==> config.mk <==
export PLATFORM = sky130hd
export DESIGN_NAME = hw0_exhaustive_sequencer
export DESIGN_NICKNAME = d
export VERILOG_FILES = /design/src/rtl/hw0_ctrl_pkg.sv /design/src/rtl/hw0_settle_timer.sv /design/src/rtl/hw0_exhaustive_sequencer.sv
export SDC_FILE = /design/constraint.sdc
export NUM_CORES = 1
export LEC_CHECK = 0
export ABC_AREA = 1
export CAP_MARGIN = 20
export CELL_PAD_IN_SITES_DETAIL_PLACEMENT = 1
export CELL_PAD_IN_SITES_GLOBAL_PLACEMENT = 1
export CORE_MARGIN = 2
export CORE_UTILIZATION = 33
export CTS_BUF_LIST = sky130_fd_sc_hd__clkbuf_16
export CTS_CLUSTER_DIAMETER = 200
export DETAILED_ROUTE_END_ITERATION = 8
export PLACE_DENSITY = 0.76
export SYNTH_ARGS = -nofsm -noshare
export SYNTH_HDL_FRONTEND = slang
export SYNTH_SLANG_ARGS = --single-unit
==> constraint.sdc <==
create_clock -name Clk -period 1.1 [get_ports Clk]
set_input_delay 0.22 -clock Clk [delete_from_list [all_inputs] [get_ports Clk]]
set_output_delay 0.22 -clock Clk [all_outputs]
set_load 0.01 [all_outputs]
==> src/rtl/hw0_ctrl_pkg.sv <==
// Shared definitions for the HW0 exhaustive sequencer: FSM encoding, vector and counter widths.
// No logic of its own; the helpers below are pure functions.
package hw0_ctrl_pkg;

  typedef enum logic [2:0] {
    ST_IDLE    = 3'd0,
    ST_DRIVE   = 3'd1,
    ST_SETTLE  = 3'd2,
    ST_COMPARE = 3'd3,
    ST_DONE    = 3'd4
  } state_t;

  localparam int VEC_W   = 4;
  localparam int NUM_VEC = 16;
  localparam int CNT_W   = 5;

  typedef logic [VEC_W-1:0] vec_t;
  typedef logic [CNT_W-1:0] cnt_t;

  localparam vec_t LAST_VEC = 4'hF;

  function automatic logic is_last(input vec_t v);
    return v == LAST_VEC;
  endfunction

  // Run exit is decided by an explicit compare, so the increment never needs to wrap.
  function automatic vec_t next_vec(input vec_t v);
    return v + vec_t'(1);
  endfunction

endpackage

==> src/rtl/hw0_settle_timer.sv <==
// Purpose: loadable down-counter that times the settle window after a new vector is driven.
// Latency: expire is high in the SETTLE_CYCLES-th cycle after the load cycle.
// Backpressure: none; load always wins and restarts the window.
module hw0_settle_timer #(
  parameter int SETTLE_CYCLES = 2
) (
  input  logic clk,
  input  logic rst,
  input  logic load,
  output logic expire
);

  localparam int W = $clog2(SETTLE_CYCLES + 1);

  logic [W-1:0] cnt_q;

  always_ff @(posedge clk or posedge rst) begin
    if (rst) begin
      cnt_q <= '0;
    end else if (load) begin
      cnt_q <= W'(SETTLE_CYCLES);
    end else if (cnt_q != '0) begin
      cnt_q <= cnt_q - W'(1);
    end
  end

  // Counter sits at SETTLE_CYCLES in the first settle cycle, so 1 marks the last one.
  assign expire = (cnt_q == W'(1));

endmodule

==> src/rtl/hw0_exhaustive_sequencer.sv <==
// Purpose: steps the HW0 unit pair through all 16 vectors, compares P_a/P_b, reports count and first failure.
// Latency: SETTLE_CYCLES+2 cycles per vector; HW0_STOP_ON_FAIL_EN ends the run at the first mismatch.
// Backpressure: Start is ignored while Busy and never queued; Start held in DONE restarts at once.
module hw0_exhaustive_sequencer #(
  parameter int SETTLE_CYCLES = 2
) (
  input  logic       Clk,
  input  logic       Rst,
  input  logic       Start,
  output logic       H1,
  output logic       H2,
  output logic       B1,
  output logic       B2,
  input  logic       P_a,
  input  logic       P_b,
  output logic       Busy,
  output logic       Done,
  output logic       Pass,
  output logic [4:0] MismatchCnt,
  output logic       FailValid,
  output logic [3:0] FirstFailVec
);

  import hw0_ctrl_pkg::*;

  state_t state_q, state_d;
  vec_t   vec_q, vec_d;
  cnt_t   cnt_q, cnt_d;
  logic   fv_q, fv_d;
  vec_t   ffv_q, ffv_d;
  logic   tmr_load;
  logic   tmr_expire;
  logic   mismatch;

  hw0_settle_timer #(
    .SETTLE_CYCLES(SETTLE_CYCLES)
  ) u_settle_timer (
    .clk   (Clk),
    .rst   (Rst),
    .load  (tmr_load),
    .expire(tmr_expire)
  );

  assign mismatch = P_a ^ P_b;

  always_ff @(posedge Clk or posedge Rst) begin
    if (Rst) begin
      state_q <= ST_IDLE;
      vec_q   <= '0;
      cnt_q   <= '0;
      fv_q    <= 1'b0;
      ffv_q   <= '0;
    end else begin
      state_q <= state_d;
      vec_q   <= vec_d;
      cnt_q   <= cnt_d;
      fv_q    <= fv_d;
      ffv_q   <= ffv_d;
    end
  end

  always_comb begin
    state_d  = state_q;
    vec_d    = vec_q;
    cnt_d    = cnt_q;
    fv_d     = fv_q;
    ffv_d    = ffv_q;
    tmr_load = 1'b0;

    case (state_q)
      ST_IDLE, ST_DONE: begin
        if (Start) begin
          state_d = ST_DRIVE;
          vec_d   = '0;
          cnt_d   = '0;
          fv_d    = 1'b0;
          ffv_d   = '0;
        end
      end
      ST_DRIVE: begin
        tmr_load = 1'b1;
        state_d  = ST_SETTLE;
      end
      ST_SETTLE: begin
        if (tmr_expire) begin
          state_d = ST_COMPARE;
        end
      end
      ST_COMPARE: begin
        if (mismatch) begin
          cnt_d = cnt_q + cnt_t'(1);
          if (!fv_q) begin
            fv_d  = 1'b1;
            ffv_d = vec_q;
          end
        end
`ifdef HW0_STOP_ON_FAIL_EN
        if (mismatch) begin
          state_d = ST_DONE;
        end else if (is_last(vec_q)) begin
          state_d = ST_DONE;
        end else begin
          state_d = ST_DRIVE;
          vec_d   = next_vec(vec_q);
        end
`else
        if (is_last(vec_q)) begin
          state_d = ST_DONE;
        end else begin
          state_d = ST_DRIVE;
          vec_d   = next_vec(vec_q);
        end
`endif
      end
      default: begin
        state_d = ST_IDLE;
      end
    endcase
  end

  // The drive lines are the vector register itself: they move only when DRIVE is entered.
  assign {H1, H2, B1, B2} = vec_q;

  assign Busy         = (state_q == ST_DRIVE) || (state_q == ST_SETTLE) || (state_q == ST_COMPARE);
  assign Done         = (state_q == ST_DONE);
  assign Pass         = Done && (cnt_q == '0);
  assign MismatchCnt  = cnt_q;
  assign FailValid    = fv_q;
  assign FirstFailVec = ffv_q;

endmodule

==> impl_metrics.env, run 1 <==
export IMPL_fp_dieArea_sq_um=3700
export IMPL_muxShareOfSynthArea_pct=0
export IMPL_r2r_start="state_q[0]$_DFFE_PP0P_"
export IMPL_syn_nets=139
export IMPL_num_rows=20
export IMPL_grt_max_degree=20
export IMPL_worst_pin_slew_ps=241
export IMPL_setup_worst_path_class="register to output port"
export IMPL_ff2ff_path_depth=7
export IMPL_worstSetupStartpointType="register"
export IMPL_timing_final_hold_violations=0
export IMPL_yosys_area_share_simple_pct=37.7
export IMPL_layout_drive_gt1_share_pct=58.0
export IMPL_totalWireLength_mm=4.08
export IMPL_portBuffers=21
export IMPL_via_per_inst=4.83
export IMPL_drt_first_pass_iters=4
export IMPL_fillCellCount=341
export IMPL_crit_fanout=2
export IMPL_start_util_pct=34.9
export IMPL_r2r_end="MismatchCnt[0]$_DFFE_PP0P_"
export IMPL_synth_top_area_share_pct=44.7
export IMPL_area_growth_pct=82.8
export IMPL_syn_area_sq_um=1060
export IMPL_avgSynthCellArea_sq_um=8.25
export IMPL_async_flop_share_pct=100
export IMPL_clk_pin_slew_ps=60
export IMPL_final_core_util_pct=63.8
export IMPL_final_period_utilization_pct=134
export IMPL_synth_adder_area_share_pct=5.88
export IMPL_end_kind="output port"
export IMPL_n_antenna_cell=0
export IMPL_h_tree_depth=1
export IMPL_ant_nets=0
export IMPL_synthMostInstantiatedCell="nand2_1"
export IMPL_powerDensity_nw_per_um2=2490
export IMPL_grt_pass1_wl_mm=5.94
export IMPL_synth_edf_count=0
export IMPL_fin_tns_setup_ps=-4200
export IMPL_reg2reg_slack_ps=-260
export IMPL_root_buffer="clkbuf_16"
export IMPL_cts_tree="built"
export IMPL_critPathSlowestCell="dfrtp_1"
export IMPL_cts_made_buffers=3
export IMPL_path_cells="inv_2 > ha_4 > nand3_2 > nor3_2 > buf_2"
export IMPL_placedCellCount=218
export IMPL_synthCells=129
export IMPL_globalplace_congestion=0.770
export IMPL_clock_sinks=19
export IMPL_nets=204
export IMPL_antenna_found_initial=0
export IMPL_arrival_ps=1260
export IMPL_leakage_nw=0.977
export IMPL_yosys_cell_types_count=21
export IMPL_multiInputGateArea_sq_um=734
export IMPL_cts_buffer_depth=2
export IMPL_max_slew_margin_rel_pct=83.9
export IMPL_max_stage_delay_ps=400
export IMPL_grt_setup_unrepaired="yes"
export IMPL_ff_latch_area_sq_um=478
export IMPL_grtUsageTotal_pct=22.2
export IMPL_hold_buffers=0
export IMPL_seq_area_frac_synth_pct=44.7
export IMPL_cp_required_ps=880
export IMPL_ir_worst_vdd_uv=1670
export IMPL_finalSetupViolations=25
export IMPL_worstHoldPathType="input pin to async pin"
export IMPL_synth_xor_area_share_pct=2.47
export IMPL_synth_top_family_by_area="simple AND/OR/NAND/NOR gates"
export IMPL_die_h_um=60.8
export IMPL_timing_final_ws_setup_ps=-376
export IMPL_die_x_um=60.8
export IMPL_dpl_hpwl_mm=2.30
export IMPL_slew_violations=0
export IMPL_ys_top_cells_by_count="nand2_1, dfrtp_1, nand3_1"
export IMPL_grt_pass1_vias=1211
export IMPL_ioPinCount=22
export IMPL_yosys_warnings=0
export IMPL_violations="negative setup slack"
export IMPL_dr_first_iter_drc_count=48
export IMPL_period_needed_ps=1480
export IMPL_skew_ps=1.46
export IMPL_insertion_delay_ps=260
export IMPL_yosys_top_cells_area="dfrtp_1, nand2_1, nand3_1"
export IMPL_post_synth_top_area_cell="dfrtp_1"
export IMPL_core_sq_um=3050
export IMPL_vias=1145
export IMPL_synthFlopType="dfrtp_1"
export IMPL_synth_compound_area_share_pct=3.64
export IMPL_drcViolationCount=0
export IMPL_fin_cells=237
export IMPL_wl_per_cell_um=17.2
export IMPL_startpoint="MismatchCnt[1]$_DFFE_PP0P_"
export IMPL_clock_fmax_ghz=0.678
export IMPL_crit_end="Pass"
export IMPL_outcome="complete, but fails checks"
export IMPL_ys_ff_latch=19
export IMPL_overflow=0
export IMPL_maxCapViolCount=0
[where the power goes]
group          total, W  internal, W  switching, W
clock network  0.000772     0.000485      0.000287
registers       0.00108     0.000909      0.000166
logic           0.00299      0.00142       0.00157
[layout by cell type (no fill, tap or decap), drive strengths merged]
| master | instances |
|---|---|
| clkbuf | 8 |
| xor2 | 1 |
| nand4 | 1 |
| inv | 17 |
| clkdlybuf4s15 | 1 |
| buf | 50 |
| nand3 | 19 |
| dfrtp | 19 |
| nor3 | 3 |
| o21ai | 7 |
| nor2 | 17 |
| or2 | 1 |
| ha | 5 |
| nand2 | 38 |
| xnor2 | 2 |
| clkdlybuf4s50 | 4 |
[worst max-delay path: cells and delay by family (launching register included)]
family | cells | cell delay, ps
flip-flops | 1 | 400
buffers and inverters | 2 | 250
AND/OR/NAND/NOR | 2 | 210
adder cells (fa/ha/maj) | 1 | 140
[worst min path at each step]
stage | from | end | slack [ps] | cells after the start
after floorplan | Rst | FailValid$_DFFE_PP0P_ | 170 | 1
after global placement | FirstFailVec[2]$_DFFE_PP0P_ | FirstFailVec[2]$_DFFE_PP0P_ | 450 | 2
after detailed placement | FirstFailVec[3]$_DFFE_PP0P_ | FirstFailVec[3]$_DFFE_PP0P_ | 460 | 2
after CTS | Rst | FirstFailVec[0]$_DFFE_PP0P_ | 290 | 3
after global routing | Rst | FirstFailVec[1]$_DFFE_PP0P_ | 300 | 3
final | Rst | FirstFailVec[0]$_DFFE_PP0P_ | 280 | 3
[metal layers]
layer  track usage (%)  share of wire [%]
met1              26.6                 42
met4              7.45                2.7
met5                 0                  0
met3              2.77                3.0
met2              40.7                 53
[kinds of logic after synthesis]
family          Yosys count
xor+xnor                  3
compound gates            7
fa+ha+maj                 5
simple gates             79
flops                    19
buf+inv                  16
[sequential cells by signal (all words and copies together) (netlist names)]
name and flops:
u_settle_timer.cnt_q 2, MismatchCnt 5, vec_q 4, FailValid 1, FirstFailVec 4, state_q 3
[final cells by class]
cell class              instances  area share [%]
multi-input cells              94            37.7
repair buffers                 60            27.5
flip-flops and latches         19            24.6
clock buffers                   3            3.86
inverters                      16            3.34
well taps                      44            2.83
clock inverters                 1           0.193
[through the flow]
step	power, W	hold WS (ps)	area [sq um]	setup slack, ps
after CTS	0.00433	291	1820	-330
after global placement	0.00302	455	1580	-398
after floorplan	0.00218	171	1110	-25.9
after detailed placement	0.00313	463	1580	-461
final	0.00484	281	1950	-376
after global routing	0.00513	298	1950	-414
[timing repair]
item / 4_1_cts / 5_1_grt
pin swaps: 13 / 11
endpoints found under the setup margin: 33 / 33
buffers inserted: 9 / 10
gates resized for setup: 95 / 32
Note: power is estimated with default switching activity, not from simulation.
==> run 2, diff against run 1 <==
--- a/config.mk
+++ b/config.mk
@@ -6,7 +6,6 @@
 export NUM_CORES = 1
 export LEC_CHECK = 0
 export ABC_AREA = 1
-export CAP_MARGIN = 20
 export CELL_PAD_IN_SITES_DETAIL_PLACEMENT = 1
 export CELL_PAD_IN_SITES_GLOBAL_PLACEMENT = 1
 export CORE_MARGIN = 2
==> results of run 2 <==
Final layout, timing and power as in run 1 (identical DEF).
==> run 3, diff against run 2 <==
--- a/config.mk
+++ b/config.mk
@@ -16,4 +16,6 @@
 export PLACE_DENSITY = 0.76
 export SYNTH_ARGS = -nofsm -noshare
 export SYNTH_HDL_FRONTEND = slang
+export SYNTH_HIERARCHICAL = 1
 export SYNTH_SLANG_ARGS = --single-unit
+export TNS_END_PERCENT = 5
==> impl_metrics.env, run 3 <==
export IMPL_grt_pass1_wl_mm=5.24
export IMPL_r2r_start="MismatchCnt[0]$_DFFE_PP0P_"
export IMPL_final_common_cell="nand2_1"
export IMPL_start_util_pct=34.9
export IMPL_final_period_utilization_pct=133
export IMPL_outcome="complete, but fails checks"
export IMPL_antenna_found_initial=0
export IMPL_post_place_ws_ps=-501
export IMPL_final_core_util_pct=57.1
export IMPL_clk_pin_slew_ps=60
export IMPL_ff2ff_path_depth=6
export IMPL_drt_first_pass_iters=4
export IMPL_wl_per_cell_um=14.4
export IMPL_dr_wl_met2_mm=1.78
export IMPL_largest_reg_flops=5
export IMPL_vias=1043
export IMPL_async_flop_share_pct=100
export IMPL_totalWireLength_mm=3.26
export IMPL_insertion_delay_ps=260
export IMPL_met1_length_mm=1.33
export IMPL_reg2reg_slack_ps=-180
export IMPL_cp_required_ps=880
export IMPL_via_per_inst=4.62
export IMPL_final_cell_mix="nand2_1, dfrtp_1, buf_4"
export IMPL_cts_buffer_depth=2
export IMPL_cts_made_buffers=3
export IMPL_r2r_end="MismatchCnt[4]$_DFFE_PP0P_"
export IMPL_yosys_cell_types_count=21
export IMPL_area_growth_pct=63.5
export IMPL_holdWs_ps=146
export IMPL_yosys_warnings=6
export IMPL_ant_nets=0
export IMPL_clock_sinks=19
export IMPL_avgSynthCellArea_sq_um=8.14
export IMPL_dpl_hpwl_mm=2.25
export IMPL_h_tree_depth=1
export IMPL_dr_first_iter_drc_count=22
export IMPL_num_rows=20
export IMPL_portBuffers=21
export IMPL_post_synth_top_area_cell="dfrtp_1"
export IMPL_syn_nets=141
export IMPL_arrival_ps=1240
export IMPL_max_slew_margin_rel_pct=84.9
export IMPL_ys_ff_latch=19
export IMPL_seq_area_frac_synth_pct=44.6
export IMPL_n_antenna_cell=0
export IMPL_drcViolationCount=0
export IMPL_path_cells="inv_1 > ha_4 > nand2_2 > nor4_4 > buf_2"
export IMPL_period_needed_ps=1460
export IMPL_overflow=0
export IMPL_timing_final_hold_violations=0
export IMPL_die_h_um=60.8
export IMPL_synthCells=131
export IMPL_layout_drive_gt1_share_pct=48.4
export IMPL_worstHoldPathType="input pin to async pin"
export IMPL_ir_worst_vdd_uv=1020
export IMPL_die_x_um=60.8
export IMPL_max_stage_delay_ps=400
export IMPL_fp_dieArea_sq_um=3700
export IMPL_syn_area_sq_um=1070
export IMPL_synth_edf_count=0
export IMPL_powerDensity_nw_per_um2=2430
export IMPL_yosys_top_cells_area="dfrtp_1, nand2_1, inv_1"
export IMPL_slew_violations=0
export IMPL_end_kind="output port"
export IMPL_grt_setup_unrepaired="yes"
export IMPL_maxCapViolCount=0
export IMPL_hold_buffers=0
export IMPL_grtUsageTotal_pct=19.6
export IMPL_globalplace_congestion=0.745
export IMPL_violations="negative setup slack"
export IMPL_synthFlopType="dfrtp_1"
export IMPL_grt_pass1_vias=1187
export IMPL_clock_fmax_ghz=0.684
export IMPL_ys_top_cells_by_count="nand2_1, dfrtp_1, inv_1"
export IMPL_root_buffer="clkbuf_16"
export IMPL_fin_tns_setup_ps=-2850
export IMPL_synth_top_area_share_pct=44.6
export IMPL_skew_ps=5.72
export IMPL_grt_max_degree=18
export IMPL_nets=193
export IMPL_cts_tree="built"
export IMPL_critPathSlowestCell="dfrtp_1"
export IMPL_worst_pin_slew_ps=225
export IMPL_core_sq_um=3050
export IMPL_setup_worst_path_class="register to output port"
export IMPL_timing_final_ws_setup_ps=-363
export IMPL_synthMostInstantiatedCell="nand2_1"
export IMPL_worstSetupStartpointType="register"
export IMPL_leakage_nw=0.857
export IMPL_top_layer="met4"
export IMPL_crit_fanout=2
export IMPL_ioPinCount=22
export IMPL_finalSetupViolations=25
export IMPL_wl_met3_um=94
[run 3: worst max-delay path, delay by kind of cell (launching register included)]
kind                       cells  cell delay, ps
buffers and inverters          2             260
and+or+nand+nor                2             190
DFF                            1             400
adders and majority gates      1             130
[run 3: kinds of logic (layout without fill, tap and decap cells)]
group | Yosys count | after routing | share of synthesized area [%]
buffers and inverters | 19 | 70 | 6.69
DFF | 19 | 19 | 44.6
and+or+nand+nor | 74 | 74 | 33.3
xor gates and xnor gates | 4 | 4 | 3.29
adders and majority gates | 5 | 5 | 5.87
AOI/OAI and AO/OA | 10 | 10 | 6.22
[run 3: routing by layer]
metal / global-route usage (%) / up-vias
met4: 9.94 / 0
met5: 0 / -
met2: 34.6 / 19
li1: - / 514
met3: 3.20 / 5
met1: 22.8 / 505
[run 3: repair_timing]
item,CTS,global route
pin swaps,2,0
resized for setup,77,25
endpoints found under the setup margin,35,34
setup buffers,2,0
[run 3: cell type report]
type                            count  area, sq um
Tap cell                           44         55.1
Fill cell                         384         1310
Clock buffer                        3         75.1
Timing Repair Buffer               47          413
Multi-Input combinational cell     93          646
Inverter                           19         71.3
Clock inverter                      1         3.75
Sequential cell                    19          479
[run 3: power by group]
part,total [W],internal (W),leakage [nW],switching (W)
clock,0.000774,0.000485,0.0423,0.000289
combinational,0.00237,0.00108,0.567,0.00129
sequential,0.00109,0.000918,0.248,0.000167
total,0.00423,0.00248,0.857,0.00175
[run 3: how the worst max path moves through the flow]
stage	to	from	slack, ps	cells past startpoint
2_1_floorplan	Pass	state_q[1]$_DFFE_PP0P_	-40	3
3_3_place_gp	Pass	state_q[1]$_DFFE_PP0P_	-480	4
3_5_place_dp	Pass	state_q[1]$_DFFE_PP0P_	-500	4
4_1_cts	Pass	state_q[1]$_DFFE_PP0P_	-350	4
5_1_grt	Pass	MismatchCnt[1]$_DFFE_PP0P_	-390	5
6_report	Pass	MismatchCnt[1]$_DFFE_PP0P_	-360	5
[run 3: per-stage QoR]
| stage | cell area (sq um) | cells | total power, W |
|---|---|---|---|
| after floorplan | 1090 | 131 | 0.00217 |
| after global placement | 1560 | 220 | 0.00311 |
| after detailed placement | 1560 | 220 | 0.00324 |
| after CTS | 1710 | 226 | 0.00410 |
| after global routing | 1740 | 226 | 0.00454 |
| final | 1740 | 226 | 0.00423 |
